File: config.mk
export PLATFORM = sky130hd
export DESIGN_NAME = sub_32_seq
export DESIGN_NICKNAME = d
export VERILOG_FILES = /design/src/rtl/sub_32_seq.sv
export SDC_FILE = /design/constraint.sdc
export NUM_CORES = 1
export LEC_CHECK = 0
export ABC_CLOCK_PERIOD_IN_PS = 8100
export CAP_MARGIN = 30
export CORE_MARGIN = 2
export CORE_UTILIZATION = 60
export CTS_BUF_LIST = sky130_fd_sc_hd__clkbuf_4 sky130_fd_sc_hd__clkbuf_8
export DETAILED_ROUTE_END_ITERATION = 16
export DONT_BUFFER_PORTS = 1
export PLACE_DENSITY = 0.77
export SYNTH_ARGS = -nofsm -noshare
export SYNTH_HDL_FRONTEND = slang
export SYNTH_SLANG_ARGS = --single-unit
File: constraint.sdc
create_clock -name clk -period 8.1 [get_ports clk]
set_input_delay 1.62 -clock clk [delete_from_list [all_inputs] [get_ports clk]]
set_output_delay 1.62 -clock clk [all_outputs]
set_load 0.005 [all_outputs]
File: src/rtl/sub_32_seq.sv
// Multi-cycle 32-bit unsigned subtractor, one SLICE_W-bit slice per clock; done N_SLICE+1 cycles after accept.
// No backpressure: start is taken only in IDLE and ignored otherwise. Signed overflow flag under SUB_SEQ_OVF_EN.
module sub_32_seq #(
  parameter int SLICE_W = 16
) (
  input  logic        clk,
  input  logic        rst,
  input  logic        start,
  input  logic [31:0] A,
  input  logic [31:0] B,
  output logic        ready,
  output logic        busy,
  output logic        done,
  output logic [32:0] D,
  output logic        ovf
);

  localparam int N_SLICE = 32 / SLICE_W;
  localparam int CNT_W   = (N_SLICE > 1) ? $clog2(N_SLICE) : 1;
  localparam logic [CNT_W-1:0] LAST_CNT = CNT_W'(N_SLICE - 1);

  typedef enum logic [1:0] {
    IDLE = 2'd0,
    CALC = 2'd1,
    DONE = 2'd2
  } state_t;

  state_t             state;
  state_t             state_nxt;
  logic               accept;
  logic               last_slice;

  logic [31:0]        a_q;
  logic [31:0]        b_q;
  logic [CNT_W-1:0]   cnt;
  logic               borrow;
  logic [32:0]        d_q;

  logic [5:0]         base;
  logic [SLICE_W-1:0] a_sl;
  logic [SLICE_W-1:0] b_sl;
  logic [SLICE_W:0]   sub_res;

  always_ff @(posedge clk) begin
    if (rst) begin
      state <= IDLE;
    end else begin
      state <= state_nxt;
    end
  end

  always_comb begin
    state_nxt = state;
    ready     = 1'b0;
    busy      = 1'b0;
    done      = 1'b0;
    accept    = 1'b0;
    case (state)
      IDLE: begin
        ready = 1'b1;
        if (start) begin
          accept    = 1'b1;
          state_nxt = CALC;
        end
      end
      CALC: begin
        busy = 1'b1;
        if (cnt == LAST_CNT) begin
          state_nxt = DONE;
        end
      end
      DONE: begin
        done      = 1'b1;
        state_nxt = IDLE;
      end
      default: begin
        state_nxt = IDLE;
      end
    endcase
  end

  assign last_slice = (state == CALC) && (cnt == LAST_CNT);

  // Slice base offset; at most 31, so 6 bits cover every legal SLICE_W.
  assign base    = 6'(cnt) * 6'(SLICE_W);
  assign a_sl    = a_q[base +: SLICE_W];
  assign b_sl    = b_q[base +: SLICE_W];
  assign sub_res = {1'b0, a_sl} - {1'b0, b_sl} - {{SLICE_W{1'b0}}, borrow};

  always_ff @(posedge clk) begin
    if (rst) begin
      a_q    <= '0;
      b_q    <= '0;
      cnt    <= '0;
      borrow <= 1'b0;
      d_q    <= '0;
    end else if (accept) begin
      a_q    <= A;
      b_q    <= B;
      cnt    <= '0;
      borrow <= 1'b0;
      d_q    <= '0;
    end else if (state == CALC) begin
      d_q[base +: SLICE_W] <= sub_res[SLICE_W-1:0];
      borrow               <= sub_res[SLICE_W];
      if (last_slice) begin
        d_q[32] <= sub_res[SLICE_W];
      end else begin
        cnt <= cnt + 1'b1;
      end
    end
  end

  assign D = d_q;

`ifdef SUB_SEQ_OVF_EN
  logic ovf_q;

  // The final slice always holds bit 31, so its diff MSB is the result sign.
  always_ff @(posedge clk) begin
    if (rst) begin
      ovf_q <= 1'b0;
    end else if (accept) begin
      ovf_q <= 1'b0;
    end else if (last_slice) begin
      ovf_q <= (a_q[31] ^ b_q[31]) & (a_q[31] ^ sub_res[SLICE_W-1]);
    end
  end

  assign ovf = ovf_q;
`else
  assign ovf = 1'b0;
`endif

endmodule
==> results.yml <==
cts:
  cts_resized: 0
  cts-root-buf: "clkbuf_8"
  cts-htree-levels: 3
  path_clk_slew_ns: 0.09
  post-cts-setup-buffers: 0
  cts_buffers: 9
  clock_path_buffers: 2
  cts_hold_buf: 0
  cts_tree: "yes"
  cts_sinks: 101
  clock_latency_ns: 0.37
sta:
  slew_headroom_pct: 34.1
  whs_ns: 0.447
  hold_viol: 0
  setup-tns-final_ns: 0
  slew_viol_final: 0
  clock.fmax_mhz: 262
  finalSetupViolCount: 0
  period_minus_slack_ns: 3.81
  fin_skew_ns: 0.0102
  worstMarginPinSlew_ns: 0.988
  min_period_over_period_pct: 47.0
  rsz0062_at_grt: "false"
synthesis:
  synth.area.top_cells: "dfxtp_1 41%, nand2_1 14%, a21oi_1 10%"
  async_flop_share_pct: 0
  syn-cell-area_mm2: 0.00494
  synth_edf_count: 0
  avgSynthCellArea_um2: 7.93
  ys_types: 48
  syn_inst: 623
  ys.flop_type: "dfxtp_1"
  ys_seq_area_share_pct: 40.9
  yosys_warnings: 0
  ys_ff_latch: 101
  syn-num-nets: 720
  synth_top_area_share_pct: 40.9
  yosys.area.top_type: "dfxtp_1"
min_path:
  holdCritPathClass: "reg2reg"
critical_path:
  cp_top_family: "compound AO/OA/AOI/OAI gates"
  path_max_fanout: 37
  r2r_slack_ns: 4.29
  arrival_ns: 4.06
  timing.rr.end: "D[29]$_SDFFE_PP0P_"
  crit_path_end_kind: "flip-flop"
  r2r_start: "cnt$_SDFFE_PP0P_"
  critPathMostFrequentCell: "ha_1"
  cp.required_ns: 8.35
  crit_chain: "mux2_2, ha_1, inv_1, ha_1, a21oi_1, o21bai_1, o221a_2, a211o_1, nor4b_1, a311o_1"
  critPathBufInv: 1
  cp.depth: 10
  crit_end: "D[29]$_SDFFE_PP0P_"
  cp_slowest_cell: "dfxtp_2"
  slowest_delay_ns: 0.99
  startpoint: "cnt$_SDFFE_PP0P_"
  r2r_cells: 10
  start_kind: "flip-flop"
  worstSetupPathType: "reg2reg"
detailed_routing:
  wl_per_cell_um: 14.9
  firstDrtPassIters: 5
  drt-total-wl_um: 10500
  ant_nets: 0
  drt_iter0_markers: 241
  vias: 4081
  drc: 0
  viasPerCell: 5.76
placed_design:
  dp_hpwl_um: 7470
  portBuffers: 0
  placement.cell_area_mm2: 0.00494
  globalplace.congestion: 0.920
finish:
  area_delta_synth_final_pct: 5.29
  final_util_pct: 64.3
  drive_gt1_share_pct: 7.46
  fin_nets: 695
  fillers: 737
  final_cell_area_mm2: 0.00520
  insertedDiodeCount: 0
global_routing:
  antenna_found_initial: 0
  gr-total-overflow: 0
  grt_max_degree: 68
  grt_pass1_vias: 3681
  grt_usage_pct: 23.8
  grt_pass1_wl_um: 16900
job:
  drv_cap: 0
pwr:
  p_per_area_mw_per_mm2: 240
  irDropWorstVdd_mv: 0.134
  power.leakage_nw: 2.06
die:
  die_x_um: 94.7
  io_pins: 104
  core_area_mm2: 0.00809
  fp.dieH_um: 94.7
  die_area_mm2: 0.00897
  rows: 33
  start_util_pct: 61.0
status:
  status: "finished, final reports clean"
==> worst min path at each step <==
stage,start,endpoint,depth (start not counted)
final,b_q[28]$_SDFFE_PP0P_,b_q[28]$_SDFFE_PP0P_,2
after global routing,a_q[28]$_SDFFE_PP0P_,a_q[28]$_SDFFE_PP0P_,2
after CTS,b_q[5]$_SDFFE_PP0P_,b_q[5]$_SDFFE_PP0P_,2
after detailed placement,b_q[28]$_SDFFE_PP0P_,b_q[28]$_SDFFE_PP0P_,2
after global placement,b_q[29]$_SDFFE_PP0P_,b_q[29]$_SDFFE_PP0P_,2
after floorplan,a_q[16]$_SDFFE_PP0P_,a_q[16]$_SDFFE_PP0P_,2
==> worst register-to-register path: stages (launching register included) <==
cell and delay [ns]:
dfxtp_2 0.99, mux2_2 0.43, ha_1 0.27, inv_1 0.04, ha_1 0.34, a21oi_1 0.33
o21bai_1 0.19, o221a_2 0.28, a211o_1 0.33, nor4b_1 0.17, a311o_1 0.33
==> cells in the mapped netlist, types with 3 or more instances <==
cell and instances:
a211oi_1 4, a22o_1 4, and2_1 5, buf_1 6, nand2b_1 3, xnor2_1 7, mux2_2 18, mux2i_1 16
nand2_1 180, nor2_1 16, o21ai_0 9, nand3_1 11, nor2b_1 4, a31oi_1 3, inv_1 31, clkbuf_1 31
xor2_1 4, or3_1 3, o211ai_1 4, a21o_1 3, ha_1 28, a21oi_1 99, nand4_1 4, dfxtp_1 101
==> layout make-up <==
cell class,instances,area (um2),share of cell area [%]
clock buffers,11,139,2.67
repair buffers,4,42.5,0.818
inverters,31,116,2.24
well taps,105,131,2.53
multi-input cells,451,2640,50.8
flip-flops and latches,101,2020,38.9
clock inverters,5,106,2.04
==> state kept, by name, summed over array words and instances, names as in the netlist <==
| name | cells |
|---|---|
| D | 33 |
| a_q | 32 |
| b_q | 32 |
| state | 2 |
| borrow | 1 |
| cnt | 1 |
==> cell usage in the layout, fill, tap and decap left out, types with 3 or more instances in the layout <==
cell / Yosys / final
or3_1: 3 / 3
clkbuf_8: 0 / 9
inv_1: 31 / 31
mux2i_1: 16 / 16
buf_4: 1 / 3
xnor2_1: 7 / 7
nand2b_1: 3 / 3
and2_1: 5 / 4
mux2_2: 18 / 18
a211oi_1: 4 / 4
nand3_1: 11 / 11
nand2_1: 180 / 179
bufinv_16: 0 / 3
o21ai_0: 9 / 9
a21oi_1: 99 / 99
dfxtp_1: 101 / 100
a21o_1: 3 / 3
o211ai_1: 4 / 4
nand4_1: 4 / 4
xor2_1: 4 / 4
a22o_1: 4 / 4
nor2_1: 16 / 16
a31oi_1: 3 / 3
nor2b_1: 4 / 4
ha_1: 28 / 28
==> layer usage <==
layer / GRT usage [%] / routed length, um / share of wire [%] / vias up
met4: 7.61 / 172 / 1.6 / 0
met2: 38.1 / 4830 / 46 / 141
met1: 31.7 / 4790 / 45 / 1888
li1: - / - / - / 2030
met5: 0 / 0 / 0 / -
met3: 5.75 / 740 / 7.0 / 22
==> cell families (layout without fill, tap and decap cells) <==
family                   Yosys count  in the layout  share of synthesized area, %
buffers and inverters             71             51                          5.65
XOR/XNOR                          11             11                          1.95
other                              1              1                        0.0759
multiplexers                      35             35                          7.65
AND/OR/NAND/NOR                  235            235                          19.7
flip-flops                       101            101                          40.9
adder cells (fa/ha/maj)           30             30                          7.90
AO/OA/AOI/OAI                    139            139                          16.1
==> power by group <==
part | internal (mW) | switching (mW) | leakage (nW)
registers | 0.527 | 0.0220 | 0.826
logic | 0.121 | 0.197 | 1.11
clock network | 0.213 | 0.169 | 0.121
total | 0.861 | 0.388 | 2.06
==> per-stage QoR <==
| stage | setup slack, ns | total power, mW | instances |
|---|---|---|---|
| 2_1_floorplan | 4.85 | 0.805 | 623 |
| 3_3_place_gp | 4.46 | 0.860 | 690 |
| 3_5_place_dp | 4.38 | 0.869 | 691 |
| 4_1_cts | 4.33 | 1.25 | 707 |
| 5_1_grt | 4.11 | 1.32 | 708 |
| 6_report | 4.29 | 1.25 | 708 |
No activity file was read; power rests on OpenSTA's default activity.
